==> src/rtl/expr_result_unpacker.sv <==
// Unpacks one 90-bit expression-result word into 18 extended fields, MSB field
// first, and reports the XOR of the extended fields once the word is drained.
module expr_result_unpacker #(
  parameter int EXT_W      = 8,
  parameter int NUM_FIELDS = 18
) (
  input  logic             clk,
  input  logic             rst,
  input  logic             in_valid,
  output logic             in_ready,
  input  logic [89:0]      in_data,
  output logic             out_valid,
  input  logic             out_ready,
  output logic [4:0]       out_idx,
  output logic [EXT_W-1:0] out_field,
  output logic             out_last,
  output logic             sum_valid,
  output logic [EXT_W-1:0] checksum
);

  typedef enum logic [1:0] {IDLE, EMIT, DONE} state_t;

  localparam logic [4:0] LAST_IDX = 5'(NUM_FIELDS - 1);

  state_t           state_reg;
  logic [89:0]      data_reg;
  logic [4:0]       idx_reg;
  logic [EXT_W-1:0] acc_reg;
  logic [89:0]      src;
  logic [4:0]       idx_next;
  logic [EXT_W-1:0] ext_fields [32];

  // In IDLE the field mux looks at the incoming word so field 0 can be
  // registered on the accepting edge; afterwards it looks at the stored word.
  assign src      = (state_reg == IDLE) ? in_data : data_reg;
  assign idx_next = (state_reg == IDLE) ? 5'd0 : idx_reg + 5'd1;
  assign out_idx  = idx_reg;

  generate
    for (genvar gi = 0; gi < 32; gi++) begin : g_field
      if (gi < NUM_FIELDS) begin : g_real
        localparam int P   = gi % 6;
        localparam int G   = gi / 6;
        localparam int W   = (P % 3 == 0) ? 4 : ((P % 3 == 1) ? 5 : 6);
        localparam int OFF = (P / 3) * 15 + ((P % 3 == 0) ? 0 : ((P % 3 == 1) ? 4 : 9));
        localparam int LSB = 90 - 30 * G - OFF - W;
        logic [W-1:0] raw;
        assign raw = src[LSB +: W];
        // Positions 3..5 of each group carry signed quantities.
        if (P >= 3) begin : g_sext
          assign ext_fields[gi] = EXT_W'($signed(raw));
        end else begin : g_zext
          assign ext_fields[gi] = EXT_W'(raw);
        end
      end else begin : g_pad
        assign ext_fields[gi] = '0;
      end
    end
  endgenerate

  always_ff @(posedge clk) begin
    if (rst) begin
      state_reg <= IDLE;
      data_reg  <= '0;
      idx_reg   <= '0;
      acc_reg   <= '0;
      in_ready  <= 1'b1;
      out_valid <= 1'b0;
      out_last  <= 1'b0;
      out_field <= '0;
      sum_valid <= 1'b0;
      checksum  <= '0;
    end else begin
      case (state_reg)
        IDLE: begin
          sum_valid <= 1'b0;
          if (in_valid) begin
            data_reg  <= in_data;
            idx_reg   <= 5'd0;
            acc_reg   <= '0;
            out_field <= ext_fields[idx_next];
            out_last  <= (idx_next == LAST_IDX);
            out_valid <= 1'b1;
            in_ready  <= 1'b0;
            state_reg <= EMIT;
          end
        end
        EMIT: begin
          if (out_ready) begin
            acc_reg <= acc_reg ^ out_field;
            if (idx_reg == LAST_IDX) begin
              out_valid <= 1'b0;
              out_last  <= 1'b0;
              sum_valid <= 1'b1;
              checksum  <= acc_reg ^ out_field;
              state_reg <= DONE;
            end else begin
              idx_reg   <= idx_next;
              out_field <= ext_fields[idx_next];
              out_last  <= (idx_next == LAST_IDX);
            end
          end
        end
        DONE: begin
          sum_valid <= 1'b0;
          in_ready  <= 1'b1;
          state_reg <= IDLE;
        end
        default: begin
          state_reg <= IDLE;
        end
      endcase
    end
  end

endmodule

==> config.mk <==
export PLATFORM = sky130hd
export DESIGN_NAME = expr_result_unpacker
export DESIGN_NICKNAME = d
export VERILOG_FILES = /design/src/rtl/expr_result_unpacker.sv
export SDC_FILE = /design/constraint.sdc
export NUM_CORES = 1
export LEC_CHECK = 0
export ABC_AREA = 1
export CAP_MARGIN = 20
export CORE_ASPECT_RATIO = 0.7
export CORE_MARGIN = 4
export CORE_UTILIZATION = 56
export DETAILED_ROUTE_END_ITERATION = 10
export PLACE_DENSITY = 0.91
export SLEW_MARGIN = 20
export SYNTH_ARGS = -nofsm -noshare
export SYNTH_HDL_FRONTEND = slang
export SYNTH_SLANG_ARGS = --single-unit
==> constraint.sdc <==
create_clock -name clk -period 3.6 [get_ports clk]
set_input_delay 0.72 -clock clk [delete_from_list [all_inputs] [get_ports clk]]
set_output_delay 0.72 -clock clk [all_outputs]
set_load 0.02 [all_outputs]
==> results <==
- The flow ran to the end, and the final reports show no timing, DRC or antenna violations.
- The destination of the worst hold path is data_reg[68]$_SDFFE_PP0P_.
- Summed over all layers, the routed wires come to 17800 um.
- In the post-synthesis netlist, the biggest area contributors are dfxtp_1 43%, nand2_1 13%, nor2_1 11%.
- The synthesized netlist net count is 966.
- The number of placed instances, taps included, is 1070.
- In this run the critical register-to-register path is launched from out_idx[0]$_SDFFE_PP0P_.
- Detailed routing inserted a total of 6328 vias.
- Detailed placement finished with a half-perimeter wire length of 11500 um.
- The number of flip-flops in the largest register is 90.
- The setup clock skew after layout is 6.94 ps.
- The commonest cells after synthesis are 194 x nand2_1, 175 x nor2_1, 124 x dfxtp_1.
- Max-cap violations in this run came to 0.
- The worst setup timing slack at the placement stage is 1020 ps.
- Among all flip-flop cells after synthesis, the most frequent one is dfxtp_1.
- Of the total synthesized cell area, the portion taken by XOR and XNOR cells is 1.20%.
- The setup-violating endpoint count in the final report is 0.
- The clock tree from TritonCTS is built.
- After layout, the minimum clock period comes to 2910 ps.
- Dividing the detail-routed wire length by the instance count gives 16.1 um.
- The adder-cell share of the synthesized area is 0.430%.
- The via count of the first global-routing pass is 5864.
- The number of H-tree levels is 4.
- Port buffering added 118 buffers.
- The cell count after synthesis is 870.
- In the global route stage, overall resource usage came out at 29.4%.
- Clock latency on the worst-skew pair, taken at its later pin, is 410 ps.
- Setup repair after global routing left no endpoint under its margin.
- The summed area of non-filler cells in the final layout is 7590 um^2.
- The share of async-settable or async-resettable flops after synthesis is 0%.
- The placer's final routability congestion estimate is 0.952.
- The biggest area contributor in the post-synthesis netlist is dfxtp_1.
- The number of buffers added to fix hold violations after cts is 0.
- The number of different library cells used by synthesis comes to 32.
- The terminus of the critical flop-to-flop path is out_field[4]$_SDFFE_PP0P_.
- For this run, design rule violations remaining after detail routing come to 0.
- The post-synthesis share of cell area spent on and, or, nand and nor gates is 30.9%.
- The detail route stage leaves a number of antenna-violating nets equal to 0.
- The leakage power total is 3.17 nW.
- The synthesized flop and latch total is 124.
- The number of buffers created by CTS is 17.
- The number of warnings printed during yosys synthesis is 0.
- The number of ports placed on the die boundary is 119.
- STA classifies the critical path startpoint as a flop.
- The peak supply drop is 0.000356 V.
- The synthesized-area fraction occupied by ao, oa, aoi and oai cells is 17.5%.
- In this run the register-to-register setup slack is 960 ps.
- In this run the vertical extent of the chip is 93.3 um.
- Of the available clock period, the critical path in the final layout requires 80.8%.
- Once the clock tree was built, the resizer swapped 0 gates to a different size.
- The tree built by TritonCTS fans out to 124 sinks.
- The power density of the placed cells is 530 nW/um^2.
- After synthesis, the largest family of logic cells by area is simple AND/OR/NAND/NOR gates.
- The initial core utilization is 58.8%.
- The proportion of synthesized chip area in sequential cells is 42.6%.
- Excluding fillers, the count of instances in the completed layout stands at 1100.
- The worst hold path belongs to the class reg -> reg.
- The average cell area after synthesis is 6.69 um^2.
- The launch instance of the worst min-delay path is data_reg[68]$_SDFFE_PP0P_.
- The max-slew violation total from the final report is 0.
- The detailed router finished its first iteration with 865 violations.
- The die is 130 um wide.
- The final hold violation count is 0.
- In the routed layout, each cell is associated on average with a via count of 5.75.
- The final setup TNS is 0 ps.
- The worst setup path category is reg -> out.
- The tree is rooted in a clkbuf_16.
- The number of antenna violations at the first check in global routing is 0.
- Measured against its own limit, the worst slew margin works out to 34.6%.
- Relative to the synthesized area, the layout overhead comes to 30.3%.
- Across all setup checks in the final design, the least slack found is 691 ps.
- At the worst endpoint, the arrival time is 2190 ps.
- The slew at the pin closest to its max-slew limit is 981 ps.
- Measured in cells, the most critical reg-to-reg path has a length of 10.
- The count of flip-flops with a built-in enable after synthesis is 0.
- Of all nets on the critical path, the largest fanout is 34.
- The netlist area before placement is 5820 um^2.
- Entering global routing, the biggest net connects 52 pins.
- After clock tree synthesis, the setup repair step added 0 buffers.
- The final antenna diode count is 0.
- The number of search-and-repair iterations in the first detailed-routing pass is 6.
- At the worst endpoint, the required time is 2880 ps.
- The number of cells on the worst hold path is 2.
- Of the post-synthesis cell area, the dominant cell type holds 42.6%.
- The leftover overflow at the end of global routing is 0.
- The region available for standard cell placement spans 9910 um^2.
- The clock-pin slew reported for the worst setup and hold paths after clock tree synthesis is 60 ps.
- At the end of the flow the core is filled with cells to 76.6%.
- The most frequent cell after synthesis is nand2_1.
- Multiplexer cells account for 0% of the synthesized area.
- The top achievable clock speed is 344 MHz.
- The first global-routing pass estimated 28400 um of wire.
- Of the cells placed in the final design, the portion with a size suffix greater than 1 is 6.48%.
- The net count of the finished layout is 1057.
- The row count is 30.
- STA classifies the critical path endpoint as a primary output.
- In this run the cell area measured after placement is 6990 um^2.
- In this run the deepest clock path goes through 2 buffers.
- The die covers 12100 um^2.
## cell type report
cell class,instances,area [um^2]
tap,128,160
clock buffer,23,488
timing repair buffer,127,1260
clock inverter,7,113
sequential,124,2480
fill,723,2320
inverter,43,161
multi-input combinational,648,2920
## cell families (layout without fill, tap and decap cells)
family,after synthesis,after routing
compound gates,195,195
buf+inv,98,200
flops,124,124
fa+ha+maj,2,2
xor+xnor,8,8
simple gates,443,443
## layout by cell type (no fill, tap or decap)
| master | count |
|---|---|
| a21oi_1 | 59 |
| a211oi_1 | 3 |
| clkbuf_16 | 17 |
| o21ai_0 | 122 |
| nand4_1 | 5 |
| nor3_1 | 1 |
| nor2_4 | 4 |
| o211ai_1 | 5 |
| nand3_1 | 56 |
| nand2_2 | 1 |
| clkinv_1 | 1 |
| a211oi_2 | 2 |
| clkbuf_8 | 4 |
| nand2_1 | 194 |
| clkbuf_1 | 2 |
| o21ai_1 | 1 |
| buf_4 | 8 |
| xnor2_1 | 7 |
| inv_2 | 10 |
| nor2_1 | 174 |
| clkdlybuf4s50_1 | 118 |
| dfxtp_1 | 123 |
| nand2_4 | 1 |
| clkinv_2 | 3 |
| a31oi_1 | 1 |
| buf_12 | 1 |
| nand3_2 | 1 |
| inv_1 | 32 |
| o21ai_2 | 1 |
| bufinv_16 | 3 |
| ha_1 | 2 |
| clkinvlp_4 | 1 |
| xor2_1 | 1 |
| nor2_2 | 5 |
| nand3b_1 | 1 |
| a22oi_1 | 1 |
| dfxtp_2 | 1 |
## metal layers
| layer | vias up | global-route usage [%] | routed length (um) | share of wire (%) |
|---|---|---|---|---|
| li1 | 3000 | - | - | - |
| met1 | 2892 | 40.5 | 7460 | 42 |
| met2 | 393 | 44.4 | 7760 | 44 |
| met3 | 43 | 8.05 | 2160 | 12 |
| met4 | 0 | 10.4 | 379 | 2.1 |
| met5 | - | 0 | 0 | 0 |
## where the power goes
group          internal (mW)  switching (mW)  total (mW)
clock                   1.15           0.587        1.74
sequential              1.49          0.0801        1.57
combinational          0.278           0.435       0.713
total                   2.92            1.10        4.02
## per-stage QoR
step                      hold WS, ps  total power, mW
final                             462             4.02
after global routing              479             4.16
after CTS                         462             4.00
after detailed placement          450             2.28
after global placement            439             2.26
after floorplan                   424             2.01
## how the worst max path moves through the flow
stage	from	slack [ps]	cells past startpoint	to
5_1_grt	out_idx[0]$_SDFFE_PP0P_	590	2	out_idx[0]
2_1_floorplan	out_idx[1]$_SDFFE_PP0P_	1630	13	out_field[5]$_SDFFE_PP0P_
3_5_place_dp	in_valid	1020	8	out_field[3]$_SDFFE_PP0P_
6_report	out_idx[0]$_SDFFE_PP0P_	690	2	out_idx[0]
3_3_place_gp	in_valid	1110	8	out_field[1]$_SDFFE_PP0P_
4_1_cts	out_idx[0]$_SDFFE_PP0P_	700	2	out_idx[0]
## worst max-delay path, stage by stage, from the launching register on
cell,delay (ps)
dfxtp_2,630
buf_4,450
clkdlybuf4s50_1,690
No activity file was read; power rests on OpenSTA's default activity.
